**config.mk**
```make
export PLATFORM = sky130hd
export DESIGN_NAME = fpu_md_sched
export DESIGN_NICKNAME = d
export VERILOG_FILES = /design/src/rtl/fpu_md_pkg.sv /design/src/rtl/rr_arb2.sv /design/src/rtl/fpu_md_sched.sv
export SDC_FILE = /design/constraint.sdc
export NUM_CORES = 1
export LEC_CHECK = 0
export CAP_MARGIN = 20
export CORE_UTILIZATION = 25
export DETAILED_ROUTE_END_ITERATION = 6
export HOLD_SLACK_MARGIN = 0.08
export PLACE_DENSITY_LB_ADDON = 0.1
export RECOVER_POWER = 25
export SETUP_SLACK_MARGIN = 0.5
export SYNTH_ARGS = -nofsm -noshare
export SYNTH_HDL_FRONTEND = slang
export SYNTH_HIERARCHICAL = 1
export SYNTH_SLANG_ARGS = --single-unit
```
**constraint.sdc**
```tcl
create_clock -name clk -period 2.1 [get_ports clk]
set_input_delay 0.315 -clock clk [delete_from_list [all_inputs] [get_ports clk]]
set_output_delay 0.315 -clock clk [all_outputs]
set_load 0.005 [all_outputs]
```
**src/rtl/fpu_md_pkg.sv**
```systemverilog
// Shared types and default latencies for the two-requester mul/div scheduler.
package fpu_md_pkg;

  typedef enum logic {
    OP_MUL = 1'b0,
    OP_DIV = 1'b1
  } op_e;

  typedef enum logic [1:0] {
    ST_IDLE = 2'd0,
    ST_RUN  = 2'd1,
    ST_RESP = 2'd2
  } state_e;

  localparam int DEF_MUL_LAT = 4;
  localparam int DEF_DIV_LAT = 26;

endpackage

```
**src/rtl/rr_arb2.sv**
```systemverilog
// Two-requester round-robin arbiter; combinational grant, pointer advances only on upd_en.
module rr_arb2 (
  input  logic       clk,
  input  logic       arst,
  input  logic [1:0] req,
  input  logic       upd_en,
  output logic [1:0] gnt
);

  // ptr_q = 0 favours requester 0, 1 favours requester 1
  logic ptr_q;
  logic ptr_d;

  always_comb begin
    gnt   = req;
    ptr_d = ptr_q;
    if (req == 2'b11) begin
      gnt = ptr_q ? 2'b10 : 2'b01;
    end
    if (upd_en && (gnt != 2'b00)) begin
      ptr_d = gnt[0];
    end
  end

  always_ff @(posedge clk) begin
    if (arst) begin
      ptr_q <= 1'b0;
    end else begin
      ptr_q <= ptr_d;
    end
  end

endmodule

```
**src/rtl/fpu_md_sched.sv**
```systemverilog
// Schedules two requesters onto one shared mul/div datapath, one operation in flight.
// Response appears LAT+1 cycles after accept and is held until rsp_ready.
module fpu_md_sched
  import fpu_md_pkg::*;
#(
  parameter int MUL_LAT = DEF_MUL_LAT,
  parameter int DIV_LAT = DEF_DIV_LAT
) (
  input  logic            clk,
  input  logic            arst,
  input  logic [1:0]      req_valid,
  output logic [1:0]      req_ready,
  input  logic [1:0]      req_op,
  input  logic [1:0][31:0] req_a,
  input  logic [1:0][31:0] req_b,
  output logic            dp_start,
  output logic            dp_en,
  output logic            dp_op,
  output logic [31:0]     dp_a,
  output logic [31:0]     dp_b,
  input  logic [31:0]     dp_result,
  output logic            rsp_valid,
  input  logic            rsp_ready,
  output logic            rsp_id,
  output logic [31:0]     rsp_data
);

  localparam int MAX_LAT = (MUL_LAT > DIV_LAT) ? MUL_LAT : DIV_LAT;
  localparam int CW      = (MAX_LAT > 1) ? $clog2(MAX_LAT) : 1;

  state_e          state_q, state_d;
  logic [CW-1:0]   cnt_q, cnt_d;
  op_e             op_q, op_d;
  logic [31:0]     a_q, a_d, b_q, b_d;
  logic            id_q, id_d;
  logic            start_q, start_d;
  logic            rsp_valid_q, rsp_valid_d;
  logic [31:0]     rsp_data_q, rsp_data_d;

  logic [1:0]      gnt;
  logic            accept;
  logic            acc_id;

  assign accept = (state_q == ST_IDLE) && !arst && (gnt != 2'b00);
  assign acc_id = gnt[1];

  rr_arb2 u_arb (
    .clk    (clk),
    .arst   (arst),
    .req    (req_valid),
    .upd_en (accept),
    .gnt    (gnt)
  );

  always_comb begin
    state_d     = state_q;
    cnt_d       = cnt_q;
    op_d        = op_q;
    a_d         = a_q;
    b_d         = b_q;
    id_d        = id_q;
    start_d     = 1'b0;
    rsp_valid_d = rsp_valid_q;
    rsp_data_d  = rsp_data_q;
    unique case (state_q)
      ST_IDLE: begin
        if (accept) begin
          op_d    = op_e'(req_op[acc_id]);
          a_d     = req_a[acc_id];
          b_d     = req_b[acc_id];
          id_d    = acc_id;
          cnt_d   = req_op[acc_id] ? CW'(DIV_LAT - 1) : CW'(MUL_LAT - 1);
          start_d = 1'b1;
          state_d = ST_RUN;
        end
      end
      ST_RUN: begin
        if (cnt_q == '0) begin
          state_d = ST_RESP;
        end else begin
          cnt_d = cnt_q - CW'(1);
        end
      end
      ST_RESP: begin
        // First RESP cycle is the one where the datapath result is valid; capture it.
        if (!rsp_valid_q) begin
          rsp_data_d  = dp_result;
          rsp_valid_d = 1'b1;
        end else if (rsp_ready) begin
          rsp_valid_d = 1'b0;
          state_d     = ST_IDLE;
        end
      end
      default: state_d = ST_IDLE;
    endcase
  end

  always_ff @(posedge clk) begin
    if (arst) begin
      state_q     <= ST_IDLE;
      cnt_q       <= '0;
      op_q        <= OP_MUL;
      a_q         <= '0;
      b_q         <= '0;
      id_q        <= 1'b0;
      start_q     <= 1'b0;
      rsp_valid_q <= 1'b0;
      rsp_data_q  <= '0;
    end else begin
      state_q     <= state_d;
      cnt_q       <= cnt_d;
      op_q        <= op_d;
      a_q         <= a_d;
      b_q         <= b_d;
      id_q        <= id_d;
      start_q     <= start_d;
      rsp_valid_q <= rsp_valid_d;
      rsp_data_q  <= rsp_data_d;
    end
  end

  assign req_ready = ((state_q == ST_IDLE) && !arst) ? gnt : 2'b00;
  assign dp_start  = start_q;
  assign dp_en     = (state_q == ST_RUN);
  assign dp_op     = op_q;
  assign dp_a      = a_q;
  assign dp_b      = b_q;
  assign rsp_valid = rsp_valid_q;
  assign rsp_id    = id_q;
  assign rsp_data  = rsp_data_q;

endmodule

```
* Word level (Yosys, flattened, before mapping)
Cells that the tools add are included.
** Storage, ports and cells
- Register bits :: 108
- Input port bits :: 167
** Cells by class
- Add/subtract/negate cells :: 1
- $lt $le $gt $ge :: 1
- Eq/ne operators :: 8
- Multiplexer cells :: 21
- Bitwise gates (word level) :: 2
- Reductions and logical operators :: 13
** Operators by type and width (count)
- 2-to-1 mux 32 bit :: 4
- 2-to-1 mux 5 bit :: 3
- 2-to-1 mux 2 bit :: 7
- case mux 5 bit (2 select lines) :: 1
- != test 2 bit, second input constant :: 3
- case mux 2 bit (3 select lines) :: 1
- zero test 5 bit :: 1
- 2-to-1 mux 1 bit :: 5
- subtractor 5 x 1 -> 5 bit, second input constant :: 1
- == test 2 bit, second input constant :: 2
- != test 2 x 1 -> 1 bit, second input constant :: 2
- AND reduction 2 bit :: 2
- AND reduction 4 bit :: 1
- nonzero test 2 bit :: 2
- logical AND 1 bit :: 3
- AND reduction 3 bit :: 1
- == test 2 x 1 -> 1 bit, second input constant :: 1
- zero test 2 bit :: 1
- < comparator 1 x 2 -> 1 bit, second input constant :: 1
- NOT 1 bit :: 2
- OR reduction 2 bit :: 1
- zero test 1 bit :: 1

* Longest topological paths before layout
Gate-level depths: netlist of the first run.
- Word-level depth :: 7
- Depth in mapped cells :: 9
- Depth with buffers taken out :: 6

* Cells and area by module
The synthesis of the first run kept the hierarchy.
** By module, submodules not included
- fpu_md_sched :: times used 1, cells an instance 485, area each 4513.1 µm², seq. area each 2142.1 µm²
- rr_arb2 :: times used 1, cells an instance 7, area each 65.1 µm², seq. area each 20.0 µm²

* Worst setup path before layout of the first run
Ideal clock, no wire load.
- Path kind :: input -> register
- Start :: input port req_valid[1]
- End :: register u_arb.ptr_q
- Setup time :: 0.066 ns
- Arrival :: 1.450 ns
- Path slack :: 0.584 ns
- Cell stages on the path :: 8
- Path through :: a21boi_0 -> buf_4 -> o21ai_4 -> inv_4 -> buf_6 -> buf_4 -> a21bo_1 -> a21oi_2
** On the way
- Word-level cells in the longest chain between the ends :: 5
** RTL lines
- from (decl) :: RTL line fpu_md_sched.sv:11 : input logic [1:0] req_valid,
- == test 2 bit :: RTL line rr_arb2.sv:17 : if (req == 2'b11) begin
- 2-to-1 mux 2 bit (*) :: RTL line rr_arb2.sv:17
- nonzero test 2 bit (*) :: RTL line fpu_md_sched.sv:44 : assign accept = (state_q == ST_IDLE) && !arst && (gnt != 2'b00);
- logical AND 1 bit (*) :: RTL line fpu_md_sched.sv:44
- net accept :: RTL line fpu_md_sched.sv:41 : logic accept;
- logical AND 1 bit (*) :: RTL line rr_arb2.sv:20 : if (upd_en && (gnt != 2'b00)) begin
- to (signal assigned) :: RTL line rr_arb2.sv:29 : ptr_q <= ptr_d;
- to (decl) :: RTL line rr_arb2.sv:11 : logic ptr_q;
The timed path passes the listed nets; every way through them passes the cells marked *.
A chain may end at the register's enable or synchronous reset.

* Final worst setup path of the first run
- Start :: register u_arb.ptr_q
- End :: output port req_ready[0]
** On the way
- Word-level cells in the longest chain between the ends :: 3
** RTL lines
- 2-to-1 mux 2 bit :: RTL line rr_arb2.sv:18 : gnt = ptr_q ? 2'b10 : 2'b01;
- 2-to-1 mux 2 bit :: RTL line rr_arb2.sv:17
- net gnt[0] :: RTL line fpu_md_sched.sv:40 : logic [1:0] gnt;
- 2-to-1 mux 2 bit :: RTL line fpu_md_sched.sv:122 : assign req_ready = ((state_q == ST_IDLE) && !arst) ? gnt : 2'b00;
- to (decl) :: RTL line fpu_md_sched.sv:12 : output logic [1:0] req_ready,
The timed path passes the listed nets, and every way through them passes these cells.

==> results of run 1 <==
## routing by layer
layer / GRT usage, % / share of wire [%]
met1: 16.8 / 42
met2: 24.1 / 49
met3: 4.49 / 7.8
met4: 5.80 / 1.5
met5: 0 / 0
## cell type report
| cell class | instances | area, um2 | area share [%] |
|---|---|---|---|
| Timing Repair Buffer | 301 | 3140 | 38.4 |
| Antenna cell | 1 | 2.50 | 0.0307 |
| Multi-Input combinational cell | 337 | 2240 | 27.5 |
| Tap cell | 229 | 287 | 3.51 |
| Sequential cell | 108 | 2170 | 26.6 |
| Inverter | 6 | 30.0 | 0.368 |
| Clock inverter | 5 | 42.5 | 0.521 |
| Clock buffer | 11 | 253 | 3.10 |
## power by group through the flow
| stage | combinational (mW) | sequential, mW | clock, mW |
|---|---|---|---|
| floorplan | 0.639 | 2.42 | 0 |
| global placement | 1.49 | 2.40 | 0 |
| detailed placement | 1.52 | 2.41 | 0 |
| CTS | 1.56 | 2.37 | 1.78 |
| global route | 1.80 | 2.39 | 1.86 |
| finish | 1.66 | 2.36 | 1.71 |
## through the flow
step	instances	instance area, um2	hold WS (ns)	worst slack [ns]	util, %
6_report	998	8160	0.454	0.467	45.4
5_1_grt	998	8160	0.460	0.350	45.4
2_1_floorplan	492	4580	0.377	0.584	-
4_1_cts	983	7920	0.423	0.329	44.1
3_5_place_dp	965	7560	0.450	-0.118	42.1
3_3_place_gp	964	7550	0.442	-0.0687	42.0
## timing repair
| item | CTS | global route |
|---|---|---|
| setup buffers | 1 | 11 |
| hold endpoints to repair | 0 | 0 |
| endpoints found under the setup margin | 103 | 84 |
| gates resized for setup | 23 | 26 |
| gates cloned | 1 | 3 |
| pin swaps | 1 | 4 |
## worst max-delay path: cells and delay by family (launching register included)
family                 cells  cell delay [ns]
AOI/OAI and AO/OA          1             0.09
buffers and inverters      1             0.28
DFF                        1             0.45
and+or+nand+nor            1             0.16
## worst paths after layout
path                       end  slack (ns)  depth (start not counted)
setup reg to reg      dp_a[16]        0.49                          6
setup / recovery  req_ready[0]        0.47                          3
hold reg to reg    rsp_data[4]        0.46                          2
hold / removal          rsp_id        0.45                          4
## cells by family after synthesis
| logic type | share of synthesized area, % |
|---|---|
| and+or+nand+nor | 14.3 |
| adders and majority gates | 0.273 |
| AOI/OAI and AO/OA | 18.1 |
| xor gates and xnor gates | 0.191 |
| buffers and inverters | 5.66 |
| muxes | 14.2 |
| DFF | 47.2 |
## Yosys cell counts (2+ instances only)
master and count:
sky130_fd_sc_hd__nand3b_1 3, sky130_fd_sc_hd__a211oi_2 11, sky130_fd_sc_hd__clkbuf_4 2, sky130_fd_sc_hd__and2_1 2
sky130_fd_sc_hd__buf_2 16, sky130_fd_sc_hd__buf_6 2, sky130_fd_sc_hd__a21boi_0 2, sky130_fd_sc_hd__a211oi_1 55
sky130_fd_sc_hd__clkbuf_1 10, sky130_fd_sc_hd__mux2i_1 65, sky130_fd_sc_hd__nand2b_1 3, sky130_fd_sc_hd__dfxtp_1 108
sky130_fd_sc_hd__nand2_1 70, sky130_fd_sc_hd__nand3_1 2, sky130_fd_sc_hd__inv_1 5, sky130_fd_sc_hd__a21oi_1 35
sky130_fd_sc_hd__a22oi_1 2, sky130_fd_sc_hd__nor2_1 70, sky130_fd_sc_hd__buf_4 10, sky130_fd_sc_hd__o21ai_0 2
sky130_fd_sc_hd__nor3_1 2
## state kept, by name (all words and copies together), names as in the netlist
| signal | cells |
|---|---|
| rsp_data | 32 |
| rsp_id | 1 |
| dp_a | 32 |
| dp_op | 1 |
| cnt_q | 5 |
| dp_start | 1 |
| state_q | 2 |
| u_arb/ptr_q | 1 |
| rsp_valid | 1 |
| dp_b | 32 |
==> impl.org, run 1 <==
** Synth
- Among all flip-flop cells after synthesis, the most frequent one is sky130_fd_sc_hd__dfxtp_1.
- Cell type with the largest total area after synthesis :: sky130_fd_sc_hd__dfxtp_1
- Cell area after technology mapping :: 4580 um2
- Synthesized flop and latch total :: 108
- Counting flops with an async set or reset pin after synthesis yields a share of 0%.
- Gate count of the mapped netlist :: 492
- The Yosys step of the flow raised 6 warnings.
- After synthesis, the netlist uses 36 different library cells.
- Cell types occupying the most area after synthesis :: sky130_fd_sc_hd__dfxtp_1, sky130_fd_sc_hd__mux2i_1, sky130_fd_sc_hd__a211oi_1, sky130_fd_sc_hd__nand2_1, sky130_fd_sc_hd__nor2_1
- After synthesis, the mean cell area works out to 9.31 um2.
- EDFF count, synth :: 0
- Number of nets in the synthesized netlist :: 660
- Share of the yosys chip area belonging to registers :: 47.2%
- Area share of the largest cell type after synthesis :: between 40% and 50%

** Finish
- Leaving out fill and tap cells, the most frequent cell in the layout is sky130_fd_sc_hd__clkdlybuf4s50_1.
- The area growth from synthesis to layout is 78.2%.
- Share of cells above drive strength 1 :: 11.2%
- Counting the fill cells in the layout gives 1708.
- The final layout contains 931 nets.
- Most frequent cells in the layout :: sky130_fd_sc_hd__clkdlybuf4s50_1, sky130_fd_sc_hd__dfxtp_1, sky130_fd_sc_hd__nand2_1

** Clock network
- Number of buffers created by CTS :: 9
- Number of sinks handled by clock tree synthesis :: 108
- Clock transition at path regs :: 0.07 ns
- The H-tree was split into 3 levels.
- In this run the clock root is driven by a sky130_fd_sc_hd__clkbuf_16.
- Hold bufs inserted after CTS :: 0
- Maximum count of clock buffers along a single path :: 2
- At the later pin of the worst-skew pair, clock insertion delay measures ~0.35 ns.
- TritonCTS built the clock tree.

** Detailed routing
- The pre-antenna-repair detailed-routing pass consisted of 4 iterations.
- Dividing the detail-routed wire length by the instance count gives about 14 um.
- Number of nets still failing antenna checks after routing :: 0
- The detailed router finished its first iteration with approximately 130 violations.
- The final layout contains routed wiring with a total length of 14400 um.
- The final route contains 4424 vias.
- In the routed layout, each cell is associated on average with a via count of 4.43.
- DR DRC count :: 0

** Placement
- Post-DP HPWL :: 10000 um
- Count of port buffers added during placement :: 269
- Routability-driven placement finished with a final weighted congestion of 0.722.

** STA
- The worst pin sits at a relative slew slack of 61.1%.
- Total setup violations reported at the end of the flow :: 0
- Setup repair after global routing could not meet its margin everywhere.
- Pin slew with the least headroom to its limit :: 0.583 ns
- The count of endpoints failing hold in the final timing report came to 0.
- Final slew viol count :: 0
- Share of the clock period used by the worst path :: 77.8%
- Final TNS setup :: 0 ns
- Final critical-path required period :: 1.63 ns
- For this run, the top clock speed supported by timing is ~0.61 GHz.
- For the final database, setup skew stands at roughly 0.0067 ns.

** Die
- Floorplan Core Area :: 18000 um2
- Height of the die :: 137 um
- The die is 137 um wide.
- Floorplan die area :: between 15000 and 20000 um2
- FP Rows :: 49
- In this run the count of I/O pins placed on the die edge is between 200 and 300.
- Effective utilization at floorplan :: 25.5%

** Power and ir drop
- Clock power frac :: 29.8%
- Of the total power, the share spent switching nets is 27.4%.
- Lkg Pwr :: around 3.0 nW
- Pwr Density :: 702 nW/um2
- For this design the total switching power over the nets is 1.57 mW.
- Combinational cell fraction of total power :: 28.9%
- The internal portion of the total power is 4.16 mW.
- Total power for the finished layout comes to 5.73 mW.
- Sequential Power Share :: 41.3%
- Peak supply drop :: roughly 0.38 mV

** GRT
- The first global-routing pass estimated between 20000 and 25000 um of wire.
- The number of antenna violations at the first check in global routing is 1.
- In the global route stage, overall resource usage came out at 14.3%.
- Total global routing overflow :: 0
- The via count of the first global-routing pass was 4056.
- Pin count of the biggest net entering global routing :: 108

** Setup path
- Critical Path, Cell by Cell :: a21boi_4 -> and2_1 -> dlygate4sd2_1
- The worst register-to-register path begins at u_arb/ptr_q.
- The critical path in this run is classified as reg -> out.
- Data on the critical path arrives at its endpoint at 1.32 ns.
- For this run, the slowest stage of the critical path takes 0.45 ns.
- The critical path starts at u_arb/ptr_q.
- Critical Path Slowest Stage Cell :: sky130_fd_sc_hd__dfxtp_1
- Critical path endpoint category :: primary output
- Endpoint required time on the critical path :: 1.78 ns
- Along the worst path, the maximum fanout reaches 4.
- Category of the worst setup path launch point :: register

** Status
- The flow ran to the end, and the final reports show no timing, DRC or antenna violations.

** Run
- Across the run, the number of max-cap violations was 0.

** Worst hold path
- Worst Hold Launch :: arst
- In this run the worst hold path is classified as in -> reg.
Power figures use the tool's default switching activity.
==> run 2: changes to the inputs <==
- clock period: 2.1 -> 1.3 ns (I/O delays scaled with it)
==> run 2 against run 1 <==
The run now ends with negative setup slack left. Utilization is 5.6 points higher. Sequential power rose by 68%. Combinational power up 99%. Clock skew fell by 0.0013 ns. Die area unchanged. Sequential share of layout area shrank 1.5 points. Non-clock buffer count grew 36. Critical path type is now reg -> reg.
==> impl.org, run 2 (same netlist as run 1, synthesis figures left out) <==
** Clock network
- For this design, the sink count on the clock tree is 108.
- The root buffer cell chosen for the clock tree is sky130_fd_sc_hd__clkbuf_16.
- Hold repair after CTS inserted 0 buffers.
- The clock tree synthesis step divided the H-tree into 3 levels.
- TritonCTS clock tree :: yes
- Clock insertion delay at the later pin of the skew report :: ~0.35 ns
- Maximum count of clock buffers along a single path :: 2
- Number of buffers created by CTS :: 9
- Clock transition at path regs :: ~0.07 ns

** Power and ir drop
- Peak supply drop :: between 0.6 and 0.7 mV
- After layout, the design draws a total of 10.4 mW.
- Summed over all cells, the static leakage comes to 3.56 nW.
- Pwr Density :: 1130 nW/um2

** Detailed routing
- Number of nets still failing antenna checks after routing :: 0
- After detailed routing, the average wire length per cell comes to 15.6 um.
- Via count of the routed design :: ~4700
- Final WL :: 16100 um
- Count of routing violations after the opening detailed-route iteration :: 95
- Routed via count divided by cell count :: 4.56
- Length of the first detailed-routing pass in iterations :: 4
- In the routed design, unresolved DRC markers number 0.

** Finish
- The library cell used most frequently in the layout, excluding fill and tap cells, is sky130_fd_sc_hd__clkdlybuf4s50_1.
- For this run, the share of the core covered by cells in the final layout is 51.0%.
- Antenna diodes :: 0
- For this run, the post-layout net count is 968.
- From synthesis to final layout, the design area changed by 100%.
- Post-route standard cell area excluding fillers :: just over 9000 um2
- Share of cells above drive strength 1 :: 51.3%
- In the layout the commonest cells are sky130_fd_sc_hd__clkdlybuf4s50_1, sky130_fd_sc_hd__dfxtp_2, sky130_fd_sc_hd__buf_6.
- Number of inserted filler cells in the final layout :: 1651

** Worst hold path
- The tightest min-delay check is of the in -> reg type.

** Setup path
- Category of the worst setup path launch point :: register
- Data arrival time of the critical path :: 1.86 ns
- Endpoint required time on the critical path :: 1.57 ns
- Along the worst path, the maximum fanout reaches 7.
- Classification of the worst setup path :: reg -> reg
- STA classifies the critical path endpoint as a register.

** Die
- FP Rows :: 49
- Measured along the x axis, the die boundary spans 137 um.
- Floorplan Core Area :: 18000 um2
- In this run the count of I/O pins placed on the die edge is 270.
- Height of the die :: 137 um
- Floorplan die area :: between 15000 and 20000 um2
- The initial utilization of the core area, before any placement, comes to 25.5%.

** Placement
- After legalization and detailed placement, the total HPWL measured 10400 um.
- Count of port buffers added during placement :: 269
- In this run the cell area measured after placement is roughly 7700 um2.
- The congestion estimate from routability-driven global placement came to approximately 0.72.

** Run
- MaxCap Viol Count :: 0

** STA
- Setup total negative slack on the finished layout was measured at -17.77 ns.
- Once routing completed, OpenROAD measured the worst setup slack at -0.292 ns.
- Setup repair after global routing could not meet its margin everywhere.
- The final-report max-slew violation count was 0.
- Hold Vio Cnt, Final :: 0
- Measured against its own limit, the worst slew margin works out to 61.9%.
- Pin slew with the least headroom to its limit :: 0.571 ns
- Total setup violations reported at the end of the flow :: roughly 110
- For the final database, setup skew stands at ~0.0055 ns.
- Max Clk Rate :: 0.628 GHz
- Final critical-path required period :: 1.59 ns
- The final critical path takes up 122% of the cycle.

** Status
- Violated checks :: negative setup slack
- The flow ran to the end, but the final reports show violations.

** GRT
- Pin count of the biggest net entering global routing :: 60
- Global routing used 15.8% of the available tracks.
- The number of antenna violations at the first check in global routing is 0.
- Wire length of the first global-routing pass :: 22800 um
- Total global routing overflow :: 0
- Number of global-route vias before repair :: 4517
run 2: cell count changes in the layout (fill, tap and decap cells not counted), moves of 21 or more:
cell | before | now
sky130_fd_sc_hd__dfxtp_1 | 106 | 5
sky130_fd_sc_hd__dfxtp_2 | 1 | 99
sky130_fd_sc_hd__buf_6 | 4 | 93
sky130_fd_sc_hd__clkdlybuf4s50_1 | 249 | 163
sky130_fd_sc_hd__a211oi_1 | 49 | 17
sky130_fd_sc_hd__a211oi_2 | 17 | 49
sky130_fd_sc_hd__buf_4 | 13 | 39
sky130_fd_sc_hd__nor2_1 | 67 | 46
run 2: final timing paths:
check,from,to,slack [ns],cells past startpoint
setup / recovery,u_arb/ptr_q,dp_a[14],-0.29,9
hold / removal,arst,rsp_id,0.30,4
setup reg to reg,u_arb/ptr_q,dp_a[14],-0.29,9
hold reg to reg,rsp_data[15],rsp_data[15],0.45,2
run 2: worst max-delay path: stages (launching register included):
cell	delay, ns
sky130_fd_sc_hd__dfxtp_4	0.37
sky130_fd_sc_hd__inv_2	0.04
sky130_fd_sc_hd__a21boi_4	0.21
sky130_fd_sc_hd__buf_6	0.15
sky130_fd_sc_hd__o21ai_4	0.08
sky130_fd_sc_hd__inv_8	0.14
sky130_fd_sc_hd__buf_12	0.13
sky130_fd_sc_hd__clkbuf_16	0.16
sky130_fd_sc_hd__nor2_4	0.04
sky130_fd_sc_hd__a211oi_2	0.18
run 2: routing by layer:
layer	global-route usage, %	part of all wire, %
met1	17.1	40
met2	28.8	51
met3	5.15	7.7
met4	5.43	1.5
met5	0	0
run 2: power by group:
| group | leakage [nW] | total [mW] | switching (mW) | internal, mW |
|---|---|---|---|---|
| Combinational | 2.47 | 3.31 | 1.33 | 1.98 |
| Sequential | 0.928 | 3.96 | 0.256 | 3.70 |
| Clock | 0.159 | 3.09 | 1.22 | 1.87 |
| Total | 3.56 | 10.4 | 2.80 | 7.56 |
run 2: per-stage QoR:
stage / hold WS (ns) / std cells / setup WS (ns)
final: 0.302 / 1032 / -0.292
after global routing: 0.306 / 1032 / -0.361
after CTS: 0.294 / 1013 / -0.246
after detailed placement: 0.447 / 978 / -0.656
after global placement: 0.443 / 978 / -0.603
after floorplan: 0.250 / 492 / -0.0878
run 2: repair_timing:
action / 4_1_cts / 5_1_grt
setup endpoints to repair: 211 / 211
resized for setup: 634 / 103
buffers inserted: 16 / 14
gates cloned: 5 / 5
pin swaps: 17 / 14
run 2: layout make-up:
type	instances	area (um2)	area share [%]
Clock inverter	4	98.8	1.08
Clock buffer	10	229	2.50
Timing Repair Buffer	337	3550	38.8
Multi-Input combinational cell	337	2660	29.0
Tap cell	229	287	3.12
Timing Repair inverter	1	8.76	0.0955
Inverter	6	30.0	0.327
Sequential cell	108	2300	25.1
==> run 3: changes to the inputs <==
- ABC_AREA: not set -> 1
- PLACE_DENSITY_LB_ADDON: 0.1 -> not set
==> run 3 against run 2 <==
The flow finishes with violations (design-rule violations, negative setup slack). Sequential share of layout area is 1.4 points lower. Count of clock-buffer cells in the layout fell by 1. Area after synthesis up 2.7%. Flip-flop and latch count unchanged. Setup slack improved by 0.025 ns. Global-route usage up 2.4 points. Cell area is 4.9% higher. Critical path depth decreased by 3.
==> impl.org, run 3 <==
** Status
- Outcome :: finished, violations left
- Violated checks :: design-rule violations, negative setup slack

** Finish
- Synthesis-to-finish area growth :: 105%
- Leaving out filler cells and counting taps, the final layout contains 1267.
- Final net count :: 1201
- Summing all multi-input logic gate instances after layout gives 2840 um2.
- The post-route netlist has 38.9% of its cells at a drive strength greater than 1.
- In the layout the commonest cells are sky130_fd_sc_hd__nand2_1, sky130_fd_sc_hd__clkdlybuf4s50_1, sky130_fd_sc_hd__buf_6.
- Commonest non-fill, non-tap cell in the layout :: sky130_fd_sc_hd__nand2_1
- The sequential cells in the finished layout cover a total of 2270 um2.
- 0 antenna diodes ended up in the layout.
- The filler cells instantiated in the layout total between 1500 and 2000.

** Synth
- Area share of the largest cell type after synthesis :: 46.0%
- Sorting the synthesized cells by how often they occur yields sky130_fd_sc_hd__nand2_1, sky130_fd_sc_hd__dfxtp_1, sky130_fd_sc_hd__a21oi_1.
- A synthesized cell averages roughly 6.6 um2.
- In this run, distinct cell masters in the synthesized netlist total 21.
- Xor-xnor portion of the synthesized cell area :: less than 1%
- Synthesis produced 710 cells.
- The synthesized netlist occupies a cell area of 4700 um2.
- For this run, the register share of the synthesized area comes to 46.0%.
- After Yosys synthesis, and, or, nand and nor cells account for 35.3% of the synthesized area.
- Cell types occupying the most area after synthesis :: sky130_fd_sc_hd__dfxtp_1, sky130_fd_sc_hd__nand2_1, sky130_fd_sc_hd__a21oi_1, sky130_fd_sc_hd__nand3_1, sky130_fd_sc_hd__clkbuf_1
- Summing the areas of all compound-gate instances in the mapped netlist gives between 10% and 20% of the synthesized area.
- Cell type with the largest total area after synthesis :: sky130_fd_sc_hd__dfxtp_1
- Most instantiated library cell after synthesis :: sky130_fd_sc_hd__nand2_1
- After synthesis, the largest family of logic cells by area is simple AND/OR/NAND/NOR gates.
- Fraction of registers with async set/reset :: 0%
- Number of warnings reported in the yosys synthesis log :: 6
- Synthesized flop and latch total :: around 110
- Mux share of post-synthesis cell area :: 0%
- The number of nets in the synthesized netlist is 878.
- EDFF count, synth :: 0
- Flip-flop cell with the highest count after synthesis :: sky130_fd_sc_hd__dfxtp_1
- Synth Area in Adders :: 0.266%

** Clock network
- Clk Tree Root Cell :: sky130_fd_sc_hd__clkbuf_16
- Clock tree synthesis found a total of 108 sinks.
- For this design, the CTS-stage hold fixing added 0 buffers.
- In this run, CTS created clock tree buffers numbering 9.
- CTS H-Tree Depth :: 3
- No sink is reached through more buffers than the 2 on the longest clock path.
- After clock tree synthesis, the clock-pin slew on the worst setup and hold paths is 0.08 ns.
- Clock latency on the worst-skew pair, taken at its later pin, is 0.35 ns.
- TritonCTS built the clock tree.

** GRT
- Entering global routing, the biggest net connects 74 pins.
- The via count of the first global-routing pass was 5478.
- The number of antenna violations at the first check in global routing is 1.
- Overall fraction of global-route tracks in use :: 18.2%
- For this run the aggregate overflow at the end of global routing stands at 0.
- The first global-routing pass estimated 28000 um of wire.

** Placement
- In this run the tool buffered the top-level ports with about 270 buffer cells.
- In this run, placement finished with an instance count of 1195.
- Final weighted congestion of routability-driven global placement :: 0.847
- Detailed placement finished with a half-perimeter wire length of 12000 um.

** STA
- Hold slack :: 0.281 ns
- For the pin with the worst max-slew slack, the measured transition is 0.483 ns.
- Unrepaired setup endpoints after global routing :: yes
- Final critical-path required period :: 1.57 ns
- Worst-case clock skew :: roughly 0.013 ns
- Timing would allow up to 0.638 GHz.
- Of the available clock period, the critical path in the final layout requires 121%.
- The final-report max-slew violation count is 0.
- Minimum setup slack in the final design :: -0.267 ns
- The count of endpoints failing hold in the final timing report is 0.
- Setup violations remaining at the end of the flow were counted as roughly 110.
- Measured against its own limit, the worst slew margin works out to ~68%.

** Detailed routing
- Dividing the detail-routed wire length by the instance count gives 14.9 um.
- DR DRC count :: 30
- In this run the remaining antenna-violating nets after routing total 0.
- Count of routing violations after the opening detailed-route iteration :: 210
- Wires add up to 18900 um.
- Via count of the routed design :: 5689
- Length of the first detailed-routing pass in iterations :: 7
- Using the TritonRoute via totals, the vias-per-cell ratio works out to around 4.5.

** Die
- Effective utilization at floorplan :: 25.8%
- Height of the die :: 139 um
- Floorplan die area :: 19400 um2
- The core region is 18200 um2.
- FP Rows :: 49
- I/O pins :: 270
- In this run the horizontal extent of the chip is 139 um.

** Setup path
- Reg2reg start :: u_arb/ptr_q
- The worst register-to-register path has a depth of 10.
- Data arrives at the worst endpoint at 1.37 ns.
- STA puts the critical path data required time at 1.11 ns.
- STA classifies the critical path endpoint as a primary output.
- Classification of the worst setup path :: reg -> out
- Category of the worst setup path launch point :: register
- On the worst path, the slowest cell contributes a delay of 0.36 ns.
- Setup slack, reg-to-reg :: -0.24 ns
- Max Fanout on Critical Path :: 3
- The number of buffers and inverters on the critical path is 4.
- Kind of cell adding the most delay to the critical path :: buffers and inverters
- Worst r2r dst :: dp_a[13]
- The slowest stage of the critical path belongs to the cell sky130_fd_sc_hd__dfxtp_2.
- Critical Path, Cell by Cell :: inv_2 -> a21boi_4 -> inv_4 -> buf_12 -> nor2_4 -> buf_2

** Worst hold path
- The worst hold path terminates at cnt_q[1].
- Kind of path behind the tightest hold check :: in -> reg
- Along the worst hold path, the cell count comes to 5.
- Worst Hold Launch :: arst

** Power and ir drop
- Power comes to between 10 and 15 mW.
- For this design the ratio of total power to cell area is 1100 nW/um2.
- The analysis attributes to cell leakage a power of 4.11 nW.
- Peak supply drop :: 0.789 mV

** Run
- MaxCap Viol Count :: 0
==> run 3: cell types whose count changed in the layout (fill, tap and decap cells not counted), moves of 27 or more <==
cell / before / now
sky130_fd_sc_hd__a211oi_2: 49 / 0
sky130_fd_sc_hd__nor2_1: 46 / 8
sky130_fd_sc_hd__dfxtp_2: 99 / 69
sky130_fd_sc_hd__dfxtp_1: 5 / 32
sky130_fd_sc_hd__nand2_4: 2 / 35
sky130_fd_sc_hd__a21oi_2: 3 / 45
sky130_fd_sc_hd__a21oi_1: 33 / 60
sky130_fd_sc_hd__mux2i_1: 48 / 0
sky130_fd_sc_hd__nand3_1: 1 / 32
sky130_fd_sc_hd__nand2_1: 59 / 322
==> run 3: power by group <==
group          internal, mW  switching (mW)  total, mW
Combinational          1.77            1.41       3.18
Clock                  2.30            1.33       3.62
Sequential             3.59           0.177       3.77
==> run 3: metrics by stage <==
stage          setup WS (ns)  TNS, ns  util [%]  area, um2
2_1_floorplan        -0.0114   -0.446         -       4830
3_3_place_gp          -0.568   -38.16      43.0       7840
3_5_place_dp          -0.584   -40.87      43.0       7840
4_1_cts               -0.164    -9.16      48.5       8830
5_1_grt               -0.311   -21.93      52.8       9620
6_report              -0.267   -14.82      52.8       9620
==> run 3: how the worst max path moves through the flow <==
stage	start	to	slack (ns)	depth (start not counted)
after floorplan	u_arb/ptr_q	dp_a[15]	-0.01	10
after global placement	req_valid[0]	req_ready[0]	-0.57	5
after detailed placement	req_valid[0]	cnt_q[3]	-0.58	10
after CTS	u_arb/ptr_q	dp_b[27]	-0.16	10
after global routing	req_valid[1]	dp_op	-0.31	10
final	u_arb/ptr_q	req_ready[1]	-0.27	6
==> run 3: cells by family (layout without fill, tap and decap cells) <==
kind of cell    Yosys count  count (layout)
compound gates          112             112
simple gates            425             425
fa+ha+maj                 1               1
xor+xnor                  1               1
buf+inv                  63             391
flops                   108             108
==> run 3: worst register-to-register path, stage by stage, from the launching register on <==
cell and delay [ns]:
sky130_fd_sc_hd__dfxtp_2 0.36, sky130_fd_sc_hd__inv_2 0.06, sky130_fd_sc_hd__a21boi_4 0.19, sky130_fd_sc_hd__inv_4 0.07
sky130_fd_sc_hd__nand2_4 0.08, sky130_fd_sc_hd__nand4_4 0.13, sky130_fd_sc_hd__inv_8 0.14, sky130_fd_sc_hd__buf_12 0.12
sky130_fd_sc_hd__clkbuf_16 0.15, sky130_fd_sc_hd__nand2_2 0.05, sky130_fd_sc_hd__a21oi_2 0.11
==> run 3: what timing repair did <==
item,CTS,global route
pin swaps,18,26
gates cloned,8,5
setup buffers,12,31
gates resized for setup,620,134
endpoints found under the setup margin,211,211
==> run 3: layer usage <==
metal	share of wire (%)	global-route usage, %	wire length [um]	vias up
met5	0.069	0	13	-
met4	1.0	4.09	197	2
met3	7.9	6.08	1490	19
met2	49	32.0	9340	178
met1	41	21.4	7830	2602
li1	-	-	-	2888
==> run 3: layout make-up <==
class                      instances  area share, %
tap                              229           2.98
multi-input combinational        539           29.5
timing repair buffer             361           39.0
sequential                       108           23.6
clock buffer                       9           2.34
clock inverter                     7           1.77
inverter                          14          0.728
